`src/rtl/branch_cond_unit.sv`:
```
// Registered branch-condition evaluator: single-operand zero/sign tests and
// two-operand signed compares sequenced over two bus cycles, with a valid/ack handshake.
//
// state  | meaning
// IDLE   | no fresh result; con_ff_out holds the last decision
// WAIT_B | operand A and condition latched, waiting for operand B
// VALID  | con_ff_out holds a fresh result not yet acknowledged
module branch_cond_unit #(
    parameter int WIDTH    = 32,
    parameter int IR_WIDTH = 32,
    parameter int COND_LSB = 19
) (
    input  logic                clock,
    input  logic                clear,
    input  logic                con_in,
    input  logic [IR_WIDTH-1:0] ir_in,
    input  logic [WIDTH-1:0]    bus_in,
    input  logic                con_ack,
    output logic                con_ff_out,
    output logic                con_valid,
    output logic                busy
);

    localparam logic [1:0] ST_IDLE   = 2'd0;
    localparam logic [1:0] ST_WAIT_B = 2'd1;
    localparam logic [1:0] ST_VALID  = 2'd2;

    logic [1:0]       state;
    logic [2:0]       condCode;
    logic [WIDTH-1:0] opA;
    logic [2:0]       irCode;
    logic             isPairCode;
    logic             unusedBits;

    assign irCode     = ir_in[COND_LSB+2:COND_LSB];
    assign isPairCode = (irCode[2:1] == 2'b11);

    // Only the condition field of ir_in and the compare-select bit of the
    // latched code are consumed; the rest is folded into an unused sink.
    assign unusedBits = ^{ir_in, condCode};

    function automatic logic evalSingle(input logic [2:0] code, input logic [WIDTH-1:0] a);
        logic aZero;
        logic aNeg;
        aZero = (a == '0);
        aNeg  = a[WIDTH-1];
        case (code)
            3'b000:  return aZero;
            3'b001:  return !aZero;
            3'b010:  return !aNeg;
            3'b011:  return aNeg;
            3'b100:  return !aNeg && !aZero;
            3'b101:  return aNeg || aZero;
            default: return 1'b0;
        endcase
    endfunction

    function automatic logic evalPair(input logic isLt, input logic [WIDTH-1:0] a,
                                      input logic [WIDTH-1:0] b);
        if (isLt)
            return $signed(a) < $signed(b);
        return a == b;
    endfunction

    always_ff @(posedge clock or posedge clear) begin
        if (clear) begin
            state      <= ST_IDLE;
            condCode   <= 3'b000;
            opA        <= '0;
            con_ff_out <= 1'b0;
        end else begin
            case (state)
                ST_IDLE, ST_VALID: begin
                    if (con_in) begin
                        condCode <= irCode;
                        if (isPairCode) begin
                            opA   <= bus_in;
                            state <= ST_WAIT_B;
                        end else begin
                            con_ff_out <= evalSingle(irCode, bus_in);
                            state      <= ST_VALID;
                        end
                    end else if (state == ST_VALID && con_ack) begin
                        state <= ST_IDLE;
                    end
                end
                ST_WAIT_B: begin
                    // Condition field is deliberately not re-sampled here.
                    if (con_in) begin
                        con_ff_out <= evalPair(condCode[0], opA, bus_in);
                        state      <= ST_VALID;
                    end
                end
                default: state <= ST_IDLE;
            endcase
        end
    end

    assign con_valid = (state == ST_VALID);
    assign busy      = (state == ST_WAIT_B);

endmodule

```
`config.mk`:
```
export PLATFORM = sky130hd
export DESIGN_NAME = branch_cond_unit
export DESIGN_NICKNAME = d
export VERILOG_FILES = /design/src/rtl/branch_cond_unit.sv
export SDC_FILE = /design/constraint.sdc
export NUM_CORES = 1
export LEC_CHECK = 0
export ABC_AREA = 1
export BUFFER_PORTS_ARGS = -buffer_cell sky130_fd_sc_hd__buf_2
export CAP_MARGIN = 20
export CORE_AREA = 2 2 100 54
export CTS_BUF_LIST = sky130_fd_sc_hd__clkbuf_16
export CTS_CLUSTER_DIAMETER = 40
export DETAILED_ROUTE_END_ITERATION = 8
export DIE_AREA = 0 0 102 56
export GPL_ROUTABILITY_DRIVEN = 1
export GPL_TIMING_DRIVEN = 1
export PLACE_DENSITY = 0.85
export SYNTH_ARGS = -nofsm -noshare
export SYNTH_HDL_FRONTEND = slang
export SYNTH_SLANG_ARGS = --single-unit
```
`constraint.sdc`:
```
create_clock -name clock -period 1.89 [get_ports clock]
set_input_delay 0.4725 -clock clock [delete_from_list [all_inputs] [get_ports clock]]
set_output_delay 0.4725 -clock clock [all_outputs]
set_load 0.02 [all_outputs]
```
; ---- Word level (Yosys, flattened, before mapping)
; Index checks and enable logic that the tools add are counted.
[op_classes]
magnitude_cmp = 1
n_eq_ne = 13
muxes = 15
reduce_logical = 14
[ops]
columns = cell, count
row1 = 32-bit == test, 1
row2 = 32-bit zero test, 1
row3 = 32-bit < comparator, 1
row4 = 1-bit 2-to-1 mux, 8
row5 = 2-bit 2-to-1 mux, 4
row6 = "3-bit by 2-bit == test with 1-bit output, second input constant", 2
row7 = "3-bit == test, second input constant", 2
row8 = "2-bit != test, second input constant", 3
row9 = 1-bit one-hot mux with 6 select lines, 1
row10 = "2-bit == test, second input constant", 2
row11 = 2-bit one-hot mux with 2 select lines, 1
row12 = 2-bit AND reduction, 2
row13 = 4-bit AND reduction, 1
row14 = "3-bit by 1-bit == test with 1-bit output, second input constant", 1
row15 = 3-bit zero test, 1
row16 = "3-bit != test, second input constant", 1
row17 = 3-bit AND reduction, 1
row18 = "2-bit by 1-bit == test with 1-bit output, second input constant", 1
row19 = 1-bit logical AND, 2
row20 = 1-bit zero test, 2
row21 = 2-bit zero test, 1
row22 = 1-bit one-hot mux with 2 select lines, 1
row23 = 2-bit nonzero test, 1
row24 = 2-bit OR reduction, 1
row25 = 1-bit logical OR, 1
[word_totals]
regBits = 36
input_bits = 68
word_cells = 47

; ---- Longest topological paths before layout
[logic_depth]
word_depth = 7
ltp_mapped = 18

; ---- Worst setup path before layout
; OpenSTA, ideal clock, no wires.
[synth_timing]
path_type = input port to flip-flop
start = input port bus_in[31]
end = register con_ff_out
setup_ps = 73
arrival_time_ps = 1646
slack_ps = 171
stages = 12
cell_sequence = inv_1 ha_1 a21oi_1 o21a_2 nand2_2 a21oi_4 nand2_1 nand2_1 nand3_1 nand2_1 nand2_1 a21oi_2
[synth_between]
elab_chain_len = 7
word_cells_on_any_way = 14
[synth_lines]
columns = element, line
row1 = start: declaration, 17  ; input logic [WIDTH-1:0] bus_in,
row2 = branches (longest 6 deep; another with 32-bit < comparator), -
row3 = 1-bit one-hot mux with 2 select lines *, 72  ; case (state)
row4 = end signal: assignment, 80  ; con_ff_out <= evalSingle(irCode, bus_in);
row5 = end signal: assignment, 90  ; con_ff_out <= evalPair(condCode[0], opA, bus_in);
row6 = end: declaration, 19  ; output logic con_ff_out,
; Every way passes the cells marked *. The select of a mux whose other input is x is not followed.
; A chain may end at the register's enable or synchronous reset.

; ---- Worst setup path after layout
[layout_timing]
start = register opA[23]
end = register con_ff_out
[layout_between]
elab_chain_len = 5
word_cells_on_any_way = 6
[layout_lines]
columns = element, line
row1 = start: declaration, 30  ; logic [WIDTH-1:0] opA;
row2 = start signal: assignment, 77  ; opA <= bus_in;
row3 = 32-bit < comparator, 61  ; return $signed(a) < $signed(b);
row4 = 1-bit 2-to-1 mux, 60  ; if (isLt)
row5 = 1-bit 2-to-1 mux *, 62  ; return a == b;
row6 = 1-bit 2-to-1 mux *, 89  ; if (con_in) begin
row7 = 1-bit one-hot mux with 2 select lines *, 72
; Every way passes the cells marked *; elsewhere a longest branch is shown, timed or not. The select of a mux whose other input is x is not followed.

==> run metrics <==
initial DRC count=115; R2R cell count=11; relative slew slack=67.5%; Cells after Synth=approximately 310; Pwr Density=873 nW/um^2; number of buffers created by CTS=5; starting density of the core=50.2%; most frequent CP cell=nand2_2; crit path from=opA[23]; Worst R2R Start=opA[23]; CTS H-tree lvls=2; Row Count=18; Die Wd=102 microns; Seq/Total Area, Yosys=37.6%; DRC=0; hold_ws=between 0.2 and 0.3 ns; CP Buf/Inv Count=0; first-pass GRT wire length=between 9000 and 10,000 microns; asr flop ratio synth=100%; register bit total from synthesis=36; die area=5710 sq um; Worst R2R End=con_ff_out; clock latency on the worst-skew pair=0.28 ns; CP max stage delay=0.38 ns; initial antenna violation count=0; Hold Path Class=input port to async pin; Synth top cells by count=nand2_1 (73), inv_1 (45), dfrtp_1 (36); Leak=1.73 nW; post-DP HPWL=4320 microns; max-slew violation count=0; Top FF cell, synth=dfrtp_1; startpoint type of the worst setup path=flop; Post-DRT Antenna Nets=0; pin count of the biggest net entering global routing=55; core area=4770 sq um; Worst Setup End Kind=flop; gpl congestion=0.878; Critical Path AT=1.99 ns; Syn Area/Cell=7.66 sq um; gr ovfl total=0; final instance area=a little over 3000 sq um; synth-to-layout area growth=27.8%; routed len/inst=around 13 microns; Placement Cell Area=2870 sq um; Pre-antenna DRT Iters=4; Clock Pin Slew Worst Setup and Hold Paths=0.06 ns; Fin. Hold Viols=0; Final min period=1.78 ns; Synth top area share=approximately 38%; final worst-path cycle share=94.3%; endpoints failing setup=0; Worst EP required=2.10 ns; maximum capacitance violations=0; I/O pins=71; Post-CTS Setup Bufs=0; ranking of synthesized cells by area=dfrtp_1 (38%), ha_1 (17%), nand2_1 (11%); RSZ-0062 raised after global routing=true; post_cts resized=0; Yosys warnings=0; Fmax achieved=between 500 and 600 MHz; port bufs=slightly above 40; slowest CP cell=dfrtp_1; Syn Std Cell Area=about 2400 sq um; setup TNS=0 ns; cts hold-fix bufs=0; clock sink count=36; # diodes=0; critical path type=flop to flop; Vias/cell=around 5; layout cells sized above 1=27.3%; post-synth top area cell=dfrtp_1; most common cell in the netlist=nand2_1; Root Buffer=clkbuf_16; Routed Wire Length=5700 microns; Reg2Reg Setup Slack=0.11 ns; Layout Nets=480; ordered cell list for the critical path=ha_1 > a21oi_1 > o21a_1 > nand2_2 > a21oi_4 > nand2_2 > nand2_2 > nand3_2 > nand2_2 > nand2_2 > a21oi_2; critical path's top delay family=compound AO/OA/AOI/OAI gates; Bufs on Longest Clock Path=2; CTS tree=done; peak supply drop=0.411 mV; worst clock skew=approximately 0.0052 ns; total power=2.68 mW; syn_nets=413; outcome=finished, final reports clean; Post-synth EDFFs=0; vias in the first global route=2,133; crit path max fanout=2; Yosys cell types=25; die height=56 microns; total track usage=~22%; total number of vias=2,245; worst-margin pin slew=0.488 ns
power by group:
| group | switching, mW | leakage, nW | internal (mW) | total [mW] |
|---|---|---|---|---|
| Combinational | 0.428 | 1.19 | 0.330 | 0.757 |
| Clock | 0.314 | 0.0850 | 0.615 | 0.929 |
| Sequential | 0.0813 | 0.447 | 0.909 | 0.990 |
worst max path at each step:
| stage | endpoint | slack, ns | cells past startpoint |
|---|---|---|---|
| final | con_ff_out | 0.11 | 11 |
| after global placement | con_ff_out | -0.06 | 15 |
| after detailed placement | con_ff_out | -0.13 | 14 |
| after CTS | con_ff_out | 0.09 | 12 |
| after global routing | con_ff_out | -0.07 | 16 |
| after floorplan | con_ff_out | 0.17 | 12 |
worst register-to-register path: cells and delay by family (launching register included):
kind            cells  cell delay (ns)
flops               1             0.38
compound gates      4             0.59
simple gates        6             0.43
fa+ha+maj           1             0.30
state kept, by name (all words and copies together) (netlist names):
signal and cells:
condCode 1, opA 32, con_ff_out 1, state 2
routing by layer:
metal | part of all wire [%] | track usage, % | wire (microns)
met2 | 42 | 33.6 | 2420
met5 | 0 | 0 | 0
met1 | 50 | 30.3 | 2840
met3 | 6.5 | 4.15 | 373
met4 | 1.2 | 6.29 | 70
placed cells by master, fill, tap and decap left out, drive strengths merged, types with 7 or more instances in the layout:
cell   instances
nand3          8
o21ai         38
dfrtp         36
ha            32
nor2          30
nand2         79
inv           51
a21oi         18
nand4          7
buf           67
cells by family (layout without fill, tap and decap cells):
kind of cell,after synthesis,in the layout,synth area share [%]
simple gates,126,126,22.2
compound gates,61,61,14.1
buf+inv,58,126,9.34
flops,36,36,37.6
fa+ha+maj,32,32,16.7
through the flow:
stage / setup WS, ns / cells / util, %
3_5_place_dp: -0.127 / 443 / 60.1
6_report: 0.108 / 451 / 64.2
3_3_place_gp: -0.0622 / 443 / 60.1
5_1_grt: -0.0652 / 451 / 64.2
4_1_cts: 0.0902 / 451 / 63.5
2_1_floorplan: 0.171 / 313 / -
layout make-up:
type                       instances  area, sq um
clock buffer                       5          125
clock inverter                     3         38.8
fill                             416         1710
inverter                          51          191
multi-input combinational        219         1310
sequential                        36          901
tap                               70         87.6
timing repair buffer              67          413
Note: power is estimated with default switching activity, not from simulation.
